### config.mk
export PLATFORM = sky130hd
export DESIGN_NAME = alu_seq_driver
export DESIGN_NICKNAME = d
export VERILOG_FILES = /design/src/rtl/alu_pkg.sv /design/src/rtl/alu_seq_driver.sv
export SDC_FILE = /design/constraint.sdc
export NUM_CORES = 1
export LEC_CHECK = 0
export CORE_MARGIN = 3
export CORE_UTILIZATION = 44
export DETAILED_ROUTE_END_ITERATION = 10
export PLACE_DENSITY = 0.83
export REMOVE_ABC_BUFFERS = 1
export SETUP_SLACK_MARGIN = 0.15
export SYNTH_ARGS = -nofsm -noshare
export SYNTH_HDL_FRONTEND = slang
export SYNTH_SLANG_ARGS = --single-unit
### constraint.sdc
create_clock -name clk -period 3.7 [get_ports clk]
set_input_delay 0.74 -clock clk [delete_from_list [all_inputs] [get_ports clk]]
set_output_delay 0.74 -clock clk [all_outputs]
set_load 0.02 [all_outputs]
### src/rtl/alu_pkg.sv
// Shared ALU definitions: operand widths, op codes and driver FSM state encodings.
// No logic; pure typedefs and constants.
// Used by the ALU and by the command-side driver so both agree on encodings.
package alu_pkg;
  localparam int ALU_W   = 4;
  localparam int ALU_SHW = 2;

  localparam logic [1:0] OP_SRA = 2'b00;
  localparam logic [1:0] OP_SRL = 2'b01;
  localparam logic [1:0] OP_SUB = 2'b10;
  localparam logic [1:0] OP_ADD = 2'b11;

  typedef enum logic [1:0] {
    ST_IDLE = 2'd0,
    ST_EXEC = 2'd1,
    ST_RESP = 2'd2
  } state_e;
endpackage

### src/rtl/alu_seq_driver.sv
// Command-side initiator for the ALU; RESULT_FWD_EN lets a command reuse the last result as A.
// Latency: handshake cycle starting at edge N -> rsp_valid high after edge N+2.
// Backpressure: no skid; cmd_ready low in EXEC/RESP, all outputs frozen while rsp_ready is low.
module alu_seq_driver
  import alu_pkg::*;
#(
  parameter int WIDTH = ALU_W,
  parameter int SHW   = ALU_SHW,
  parameter int CNTW  = 8
) (
  input  logic             clk,
  input  logic             reset,
  input  logic             cmd_valid,
  output logic             cmd_ready,
  input  logic [WIDTH-1:0] cmd_a,
  input  logic [WIDTH-1:0] cmd_b,
  input  logic [SHW-1:0]   cmd_sh,
  input  logic [1:0]       cmd_op,
  input  logic             cmd_fwd,
  output logic [WIDTH-1:0] alu_a,
  output logic [WIDTH-1:0] alu_b,
  output logic [SHW-1:0]   alu_c,
  output logic [1:0]       alu_op,
  input  logic [WIDTH-1:0] alu_ans,
  output logic             rsp_valid,
  input  logic             rsp_ready,
  output logic [WIDTH-1:0] rsp_data,
  output logic [CNTW-1:0]  ops_done
);

  state_e           state_q, state_d;
  logic             cmd_ready_q, cmd_ready_d;
  logic             rsp_valid_q, rsp_valid_d;
  logic [WIDTH-1:0] rsp_data_q, rsp_data_d;
  logic [WIDTH-1:0] alu_a_q, alu_a_d;
  logic [WIDTH-1:0] alu_b_q, alu_b_d;
  logic [SHW-1:0]   alu_c_q, alu_c_d;
  logic [1:0]       alu_op_q, alu_op_d;
  logic [CNTW-1:0]  ops_done_q, ops_done_d;
  logic [WIDTH-1:0] last_result_q, last_result_d;
  logic [WIDTH-1:0] a_sel;

`ifdef RESULT_FWD_EN
  assign a_sel = cmd_fwd ? last_result_q : cmd_a;
`else
  logic unused_fwd;
  assign unused_fwd = cmd_fwd ^ (^last_result_q);
  assign a_sel      = cmd_a;
`endif

  always_comb begin
    state_d       = state_q;
    cmd_ready_d   = cmd_ready_q;
    rsp_valid_d   = rsp_valid_q;
    rsp_data_d    = rsp_data_q;
    alu_a_d       = alu_a_q;
    alu_b_d       = alu_b_q;
    alu_c_d       = alu_c_q;
    alu_op_d      = alu_op_q;
    ops_done_d    = ops_done_q;
    last_result_d = last_result_q;
    case (state_q)
      ST_IDLE: begin
        if (cmd_valid) begin
          alu_a_d     = a_sel;
          alu_b_d     = cmd_b;
          alu_c_d     = cmd_sh;
          alu_op_d    = cmd_op;
          cmd_ready_d = 1'b0;
          state_d     = ST_EXEC;
        end
      end
      ST_EXEC: begin
        // ALU has had a full cycle to settle on the registered operands
        rsp_data_d    = alu_ans;
        last_result_d = alu_ans;
        rsp_valid_d   = 1'b1;
        state_d       = ST_RESP;
      end
      ST_RESP: begin
        if (rsp_ready) begin
          rsp_valid_d = 1'b0;
          ops_done_d  = ops_done_q + CNTW'(1);
          cmd_ready_d = 1'b1;
          state_d     = ST_IDLE;
        end
      end
      default: begin
        state_d     = ST_IDLE;
        cmd_ready_d = 1'b1;
        rsp_valid_d = 1'b0;
      end
    endcase
  end

  always_ff @(posedge clk) begin
    if (reset) begin
      state_q       <= ST_IDLE;
      cmd_ready_q   <= 1'b1;
      rsp_valid_q   <= 1'b0;
      rsp_data_q    <= '0;
      alu_a_q       <= '0;
      alu_b_q       <= '0;
      alu_c_q       <= '0;
      alu_op_q      <= '0;
      ops_done_q    <= '0;
      last_result_q <= '0;
    end else begin
      state_q       <= state_d;
      cmd_ready_q   <= cmd_ready_d;
      rsp_valid_q   <= rsp_valid_d;
      rsp_data_q    <= rsp_data_d;
      alu_a_q       <= alu_a_d;
      alu_b_q       <= alu_b_d;
      alu_c_q       <= alu_c_d;
      alu_op_q      <= alu_op_d;
      ops_done_q    <= ops_done_d;
      last_result_q <= last_result_d;
    end
  end

  assign cmd_ready = cmd_ready_q;
  assign rsp_valid = rsp_valid_q;
  assign rsp_data  = rsp_data_q;
  assign alu_a     = alu_a_q;
  assign alu_b     = alu_b_q;
  assign alu_c     = alu_c_q;
  assign alu_op    = alu_op_q;
  assign ops_done  = ops_done_q;

endmodule
==> results.yml <==
floorplan:
  core_mm2: 0.002276
  row_count: 17
  ios: 47
  die_area_mm2: 0.003087
  dieHeight_um: 55.57
  die_width_um: 55.57
  initial_utilization_pct: 47.50
yosys:
  yosys-top-cells-count: "sky130_fd_sc_hd__dfxtp_1 (28), sky130_fd_sc_hd__nand2_1 (26), sky130_fd_sc_hd__a21oi_1 (18)"
  synthCells: 124
  syn_avg_cell_area_um2: 8.718
  synth-warning-count: 0
  post_synth_and_or_nand_nor_area_fraction_pct: 25.00
  synth_top_family_by_area: "simple AND/OR/NAND/NOR gates"
  synth_enable_flop_cells: 0
  ys_async_sr_fraction_pct: 0
  muxShareOfSynthArea_pct: 4.630
  register_bit_count_reported_by_yosys: 28
  synthAdderAreaFrac_pct: 1.157
  synth-compound-area-share_pct: 12.50
  synth.cell_area_mm2: 0.001081
  yosys.area.top_type: "sky130_fd_sc_hd__dfxtp_1"
  synth_cell_type_count: 25
  ys.flop_type: "sky130_fd_sc_hd__dfxtp_1"
  synth_sequential_area_ratio_pct: 51.85
  synth_top_area_share_pct: 51.85
  synth_area_in_xor_xnor_pct: 1.620
  synthMostInstantiatedCell: "sky130_fd_sc_hd__dfxtp_1"
  post_synth_main_area_contributors: "sky130_fd_sc_hd__dfxtp_1 (52%), sky130_fd_sc_hd__nand2_1 (9.0%), sky130_fd_sc_hd__a21oi_1 (8.3%), sky130_fd_sc_hd__mux2i_1 (4.6%), sky130_fd_sc_hd__nor2_1 (4.2%)"
clocking:
  clock_tree.buffer_depth: 2
  clock_sink_count: 28
  clock_pin_transition_on_the_worst_setup_and_hold_timing_paths_ns: 0.14
  clkLatencyLatePin_ns: 0.31
  cts-buffers-inserted: 3
  clk_root_buffer_cell: "sky130_fd_sc_hd__clkbuf_4"
  cts_repair_resize_count: 0
  cts.repair_timing.setup_buffer_count: 0
  post_cts_hold_buffer_count: 0
  cts-htree-levels: 1
  tritoncts: "done"
min_path:
  whs_endpoint: "alu_b[3]"
  hold_path_class: "reg -> reg"
  hold_start: "alu_b[3]"
  instance_count_along_the_most_critical_hold_path: 2
route:
  drtIter0Drc: 7
  vias_per_cell: 5.041
  drc_errors_left: 0
  avgRoutedWirePerCell_um: 11.75
  ant_nets: 0
  drt_pre_antenna_iters: 3
  totalWireLength_um: 2280
  vias: 978
place:
  hpwl_um: 1725
  port_buffers: 45
  placement.cell_area_mm2: 0.001539
  gp_congestion: 0.7107
critical_path:
  max_stage_delay_ns: 0.65
  reg2reg_setup_slack_ns: 2.23
  critPathLaunchType: "flip-flop"
  critPathTopFamily: "buffers and inverters"
  cp-end-kind: "primary output"
  crit_arrival_ns: 1.44
  critical_path_buf_inv_count: 1
  worst_r2r_path_depth: 3
  cells_along_the_critical_path: "clkdlybuf4s50_1"
  worst-setup-path-type: "reg -> out"
  timing.critical_path.required_ns: 2.96
  critical-path-slowest-cell: "sky130_fd_sc_hd__clkdlybuf4s50_1"
  worstReg2RegEnd: "ops_done[7]"
  critical_path.reg2reg.startpoint: "state_q[1]"
  cp_max_fo: 7
power:
  power.clock.fraction_pct: 25.1
  seqPwrFrac_pct: 57.2
  p_leak_nw: 0.5840
  power_switching_mw: 0.1387
  power_density_mw_per_mm2: 360.9
  switching_share_pct: 24.41
  p_comb_share_pct: 17.7
  internal_power_mw: 0.4297
  max-vdd-ir-drop_uv: 283.9
layout:
  drive_gt1_share_pct: 4.819
  multiInputGateArea_um2: 485.5
  num-nets-final: 189
  layout-area-overhead-vs-synth_pct: 45.72
  num-fill-cells: 191
  sequential_cell_area_um2: 560.5
  diode_count: 0
  post-route-cell-area_mm2: 0.001575
sta:
  finalWorstPathRequiredPeriod_ns: 2.176
  finalClockSkew_ns: 0.004307
  fmax_mhz: 459.5
  final_max_slew_viols: 0
  timing.final.crit_share_pct: 58.82
  tightestPinTransition_ns: 0.9523
  grt_setup_unrepaired: "false"
  relSlewSlack_pct: 36.31
  fin_setup_tns_ns: 0
  finalHoldViolations: 0
  final-setup-viol-count: 0
global_route:
  via_count_of_the_first_global_routing_pass: 922
  antenna_violations_before_repair: 0
  global_route_wire_length_before_repair_um: 3960
  grt.overflow.total: 0
  grt_start_max_net_pins: 29
  global_route.usage.total_pct: 15.53
status:
  outcome: "completed"
run:
  max_cap_violations: 0
## kinds of logic (layout without fill, tap and decap cells)
kind of cell | count (synthesis) | count (layout)
adder cells (fa/ha/maj) | 1 | 1
AND/OR/NAND/NOR | 55 | 55
multiplexers | 5 | 5
XOR/XNOR | 2 | 2
AO/OA/AOI/OAI | 25 | 25
buffers and inverters | 8 | 50
flip-flops | 28 | 28
## layer usage
layer	up-vias	global-route usage, %	wire (um)
met4	0	4.167	9
met1	441	19.42	1045
met5	-	0	0
li1	505	-	-
met2	30	25.34	1020
met3	2	5.374	205
## metrics by stage
step                hold slack (ns)  total power, mW  cells  utilization [%]  setup WS [ns]
floorplan                    0.5284           0.3750    116                -          1.941
global placement             0.4415           0.4315    190            67.62          1.473
detailed placement           0.4478           0.4341    190            67.62          1.406
CTS                          0.4663           0.5768    194            69.21          1.527
global route                 0.4808           0.5964    194            69.21          1.475
finish                       0.4642           0.5685    194            69.21          1.524
## power groups by stage
stage	clock (mW)	sequential [mW]	combinational, mW
global placement	0	0.331	0.100
floorplan	0	0.347	0.0279
detailed placement	0	0.332	0.102
global route	0.159	0.328	0.110
finish	0.142	0.325	0.101
CTS	0.149	0.326	0.102
## layout make-up
cell class	instances	share of cell area, %
Timing Repair Buffer	46	29.07
Multi-Input combinational cell	88	30.82
Clock buffer	4	2.303
Sequential cell	28	35.58
Tap cell	28	2.224
## state kept, by name, summed over array words and instances (netlist names)
| signal | count |
|---|---|
| alu_op | 2 |
| alu_b | 4 |
| rsp_data | 4 |
| alu_c | 2 |
| ops_done | 8 |
| alu_a | 4 |
| rsp_valid | 1 |
| cmd_ready | 1 |
| state_q | 2 |
## layout by cell type (no fill, tap or decap), types with 2 or more instances in the layout
cell,synthesis,layout
sky130_fd_sc_hd__or4_1,2,2
sky130_fd_sc_hd__xor2_1,2,2
sky130_fd_sc_hd__nand2_1,26,26
sky130_fd_sc_hd__clkbuf_4,0,3
sky130_fd_sc_hd__o21ai_0,3,3
sky130_fd_sc_hd__mux2i_1,5,5
sky130_fd_sc_hd__a21oi_1,18,18
sky130_fd_sc_hd__dfxtp_1,28,28
sky130_fd_sc_hd__nand4_1,2,2
sky130_fd_sc_hd__or3_1,3,3
sky130_fd_sc_hd__nor3b_1,2,2
sky130_fd_sc_hd__nor2_1,12,12
sky130_fd_sc_hd__o31ai_1,2,2
sky130_fd_sc_hd__clkdlybuf4s50_1,0,45
## how the worst max path moves through the flow
stage	end	slack (ns)	from	cells past startpoint
4_1_cts	ops_done[3]	1.53	ops_done[3]	1
2_1_floorplan	alu_a[0]	1.94	cmd_valid	3
3_3_place_gp	ops_done[5]	1.47	rsp_ready	4
3_5_place_dp	ops_done[7]	1.41	rsp_ready	4
5_1_grt	ops_done[3]	1.48	ops_done[3]	1
6_report	ops_done[3]	1.52	ops_done[3]	1
## tightest hold or removal path, cell delays in order, from the launching register on
cell and delay (ns):
sky130_fd_sc_hd__dfxtp_1 0.33, sky130_fd_sc_hd__nand2_1 0.05, sky130_fd_sc_hd__a21oi_1 0.05
(Power assumes the default switching activity.)
==> edit (same settings) <==
`ALU_W`: 4 -> 3.
--- a/src/rtl/alu_pkg.sv
+++ b/src/rtl/alu_pkg.sv
@@ -2,7 +2,7 @@
 // No logic; pure typedefs and constants.
 // Used by the ALU and by the command-side driver so both agree on encodings.
 package alu_pkg;
-  localparam int ALU_W   = 4;
+  localparam int ALU_W   = 3;
   localparam int ALU_SHW = 2;
 
   localparam logic [1:0] OP_SRA = 2'b00;
Ports: changed (6 resized); port bits go from 47 to 41. The function was not compared with the original's and may differ.
==> edit against the original RTL <==
- wire length decreased by 13%
- worst setup slack improved by 0.011 ns
- critical path depth increased by 3
- maximum frequency increased by 0.52%
- clock skew about the same
- area after synthesis decreased by 10%
- synthesized cell count decreased by 21%
- register-to-register slack got worse by 0.27 ns
- total power decreased by 13%
- sequential share of layout area increased by 0.19 points
- final area decreased by 11%
- sequential cell count decreased by 3
- highest routed layer unchanged
==> edit: results (changes against the original RTL) <==
- Run status: complete, no violations (unchanged).
- The adder-cell share of the synthesized area was 1.29% (was 1.16%).
- The end of the worst register-to-register path is alu_a[1]$_SDFFE_PP0P_ (was ops_done[7]$_SDFFE_PP0P_).
- The number of synthesized register bits is 25 (was 28).
- The final wirelength is 1990 um (was 2280 um).
- Top post-synthesis cells by count: dfxtp_1 (25), nor2_1 (19), mux2i_1 (14), a21oi_1 (7) (was dfxtp_1 (28), nand2_1 (26), a21oi_1 (18), nor2_1 (12), mux2i_1 (5)).
- The area used by multi-input combinational logic came to 448 um2 (was 485 um2).
- The leakage power figure came to 0.000535 uW (was 0.000584 uW).
- The clock transition time at the flip-flop clock pins of the worst setup and hold paths is 0.12 ns (was 0.14 ns).
- The relative max-transition margin is 34.2% (was 36.3%).
- The fraction of layout instances using a drive strength above 1 is 3.68% (was 4.82%).
- The wire length of the first global-routing pass is 3410 um (was 3960 um).
- The type of the worst setup path is in2reg (was reg2out).
- The power dissipated in sequential cells is 291 uW (was 325 uW).
- The xor-xnor portion of the synthesized cell area came to 1.81% (was 1.62%).
- The routability congestion estimate from global placement was 0.677 (was 0.711).
- The largest fanout on the critical path is 10 (was 7).
- The final layout net count is 156 (was 189).
- The pre-CTS setup slack came to 1.17 ns (was 1.41 ns).
- The worst setup skew after layout is 0.00433 ns (was 0.00431 ns).
- The share of synthesized area spent on multiplexers is 14.5% (was 4.63%).
- The multi-input combinational cell count is 68 (was 88).
- The setup slack of the worst register-to-register path is 1.96 ns (was 2.23 ns).
- The internal cell power is 374 uW (was 430 uW).
- The half-perimeter wire length after placement is 1530 um (was 1730 um).
- The compound-cell area share of the yosys netlist is 7.48% (was 12.5%).
- The wire length on met3 was 195 um (was 205 um).
- The number of detailed-route iterations in the first pass is 4 (was 3).
- The startpoint of the most critical hold path is rsp_valid$_SDFFE_PP0P_ (was alu_b[3]$_SDFFE_PP0P_).
- The pin count of the biggest net entering global routing is 26 (was 29).
- The clock-net power is 114 uW (was 142 uW).
- The first-iteration detailed-routing DRC count is 12 (was 7).
- The global router's overall resource usage is 16.2% (was 15.5%).
-- edit: layer usage --
metal	global-route usage, %	up-vias
met5	0	-
met4	5.53	0
met3	6.76	2
met2	26.9	29
met1	18.7	376
li1	-	417
-- edit: kinds of logic (layout without fill, tap and decap cells) --
kind of cell,Yosys count,in the layout
adders and majority gates,1,1
and+or+nand+nor,38,38
muxes,14,14
AOI/OAI and AO/OA,13,13
buffers and inverters,5,43
DFF,25,25
xor gates and xnor gates,2,2
-- edit: worst max-delay path: stages --
cell and delay, ns:
clkdlybuf4s50_1 0.47, nor3b_2 0.79, mux2i_1 0.28, nor2_1 0.05
-- edit: per-stage QoR --
stage	hold slack, ns	std cells	cell area [um2]
3_5_place_dp	0.471	159	1370
6_report	0.490	163	1400
2_1_floorplan	0.527	93	943
3_3_place_gp	0.463	159	1370
4_1_cts	0.492	163	1400
5_1_grt	0.520	163	1400
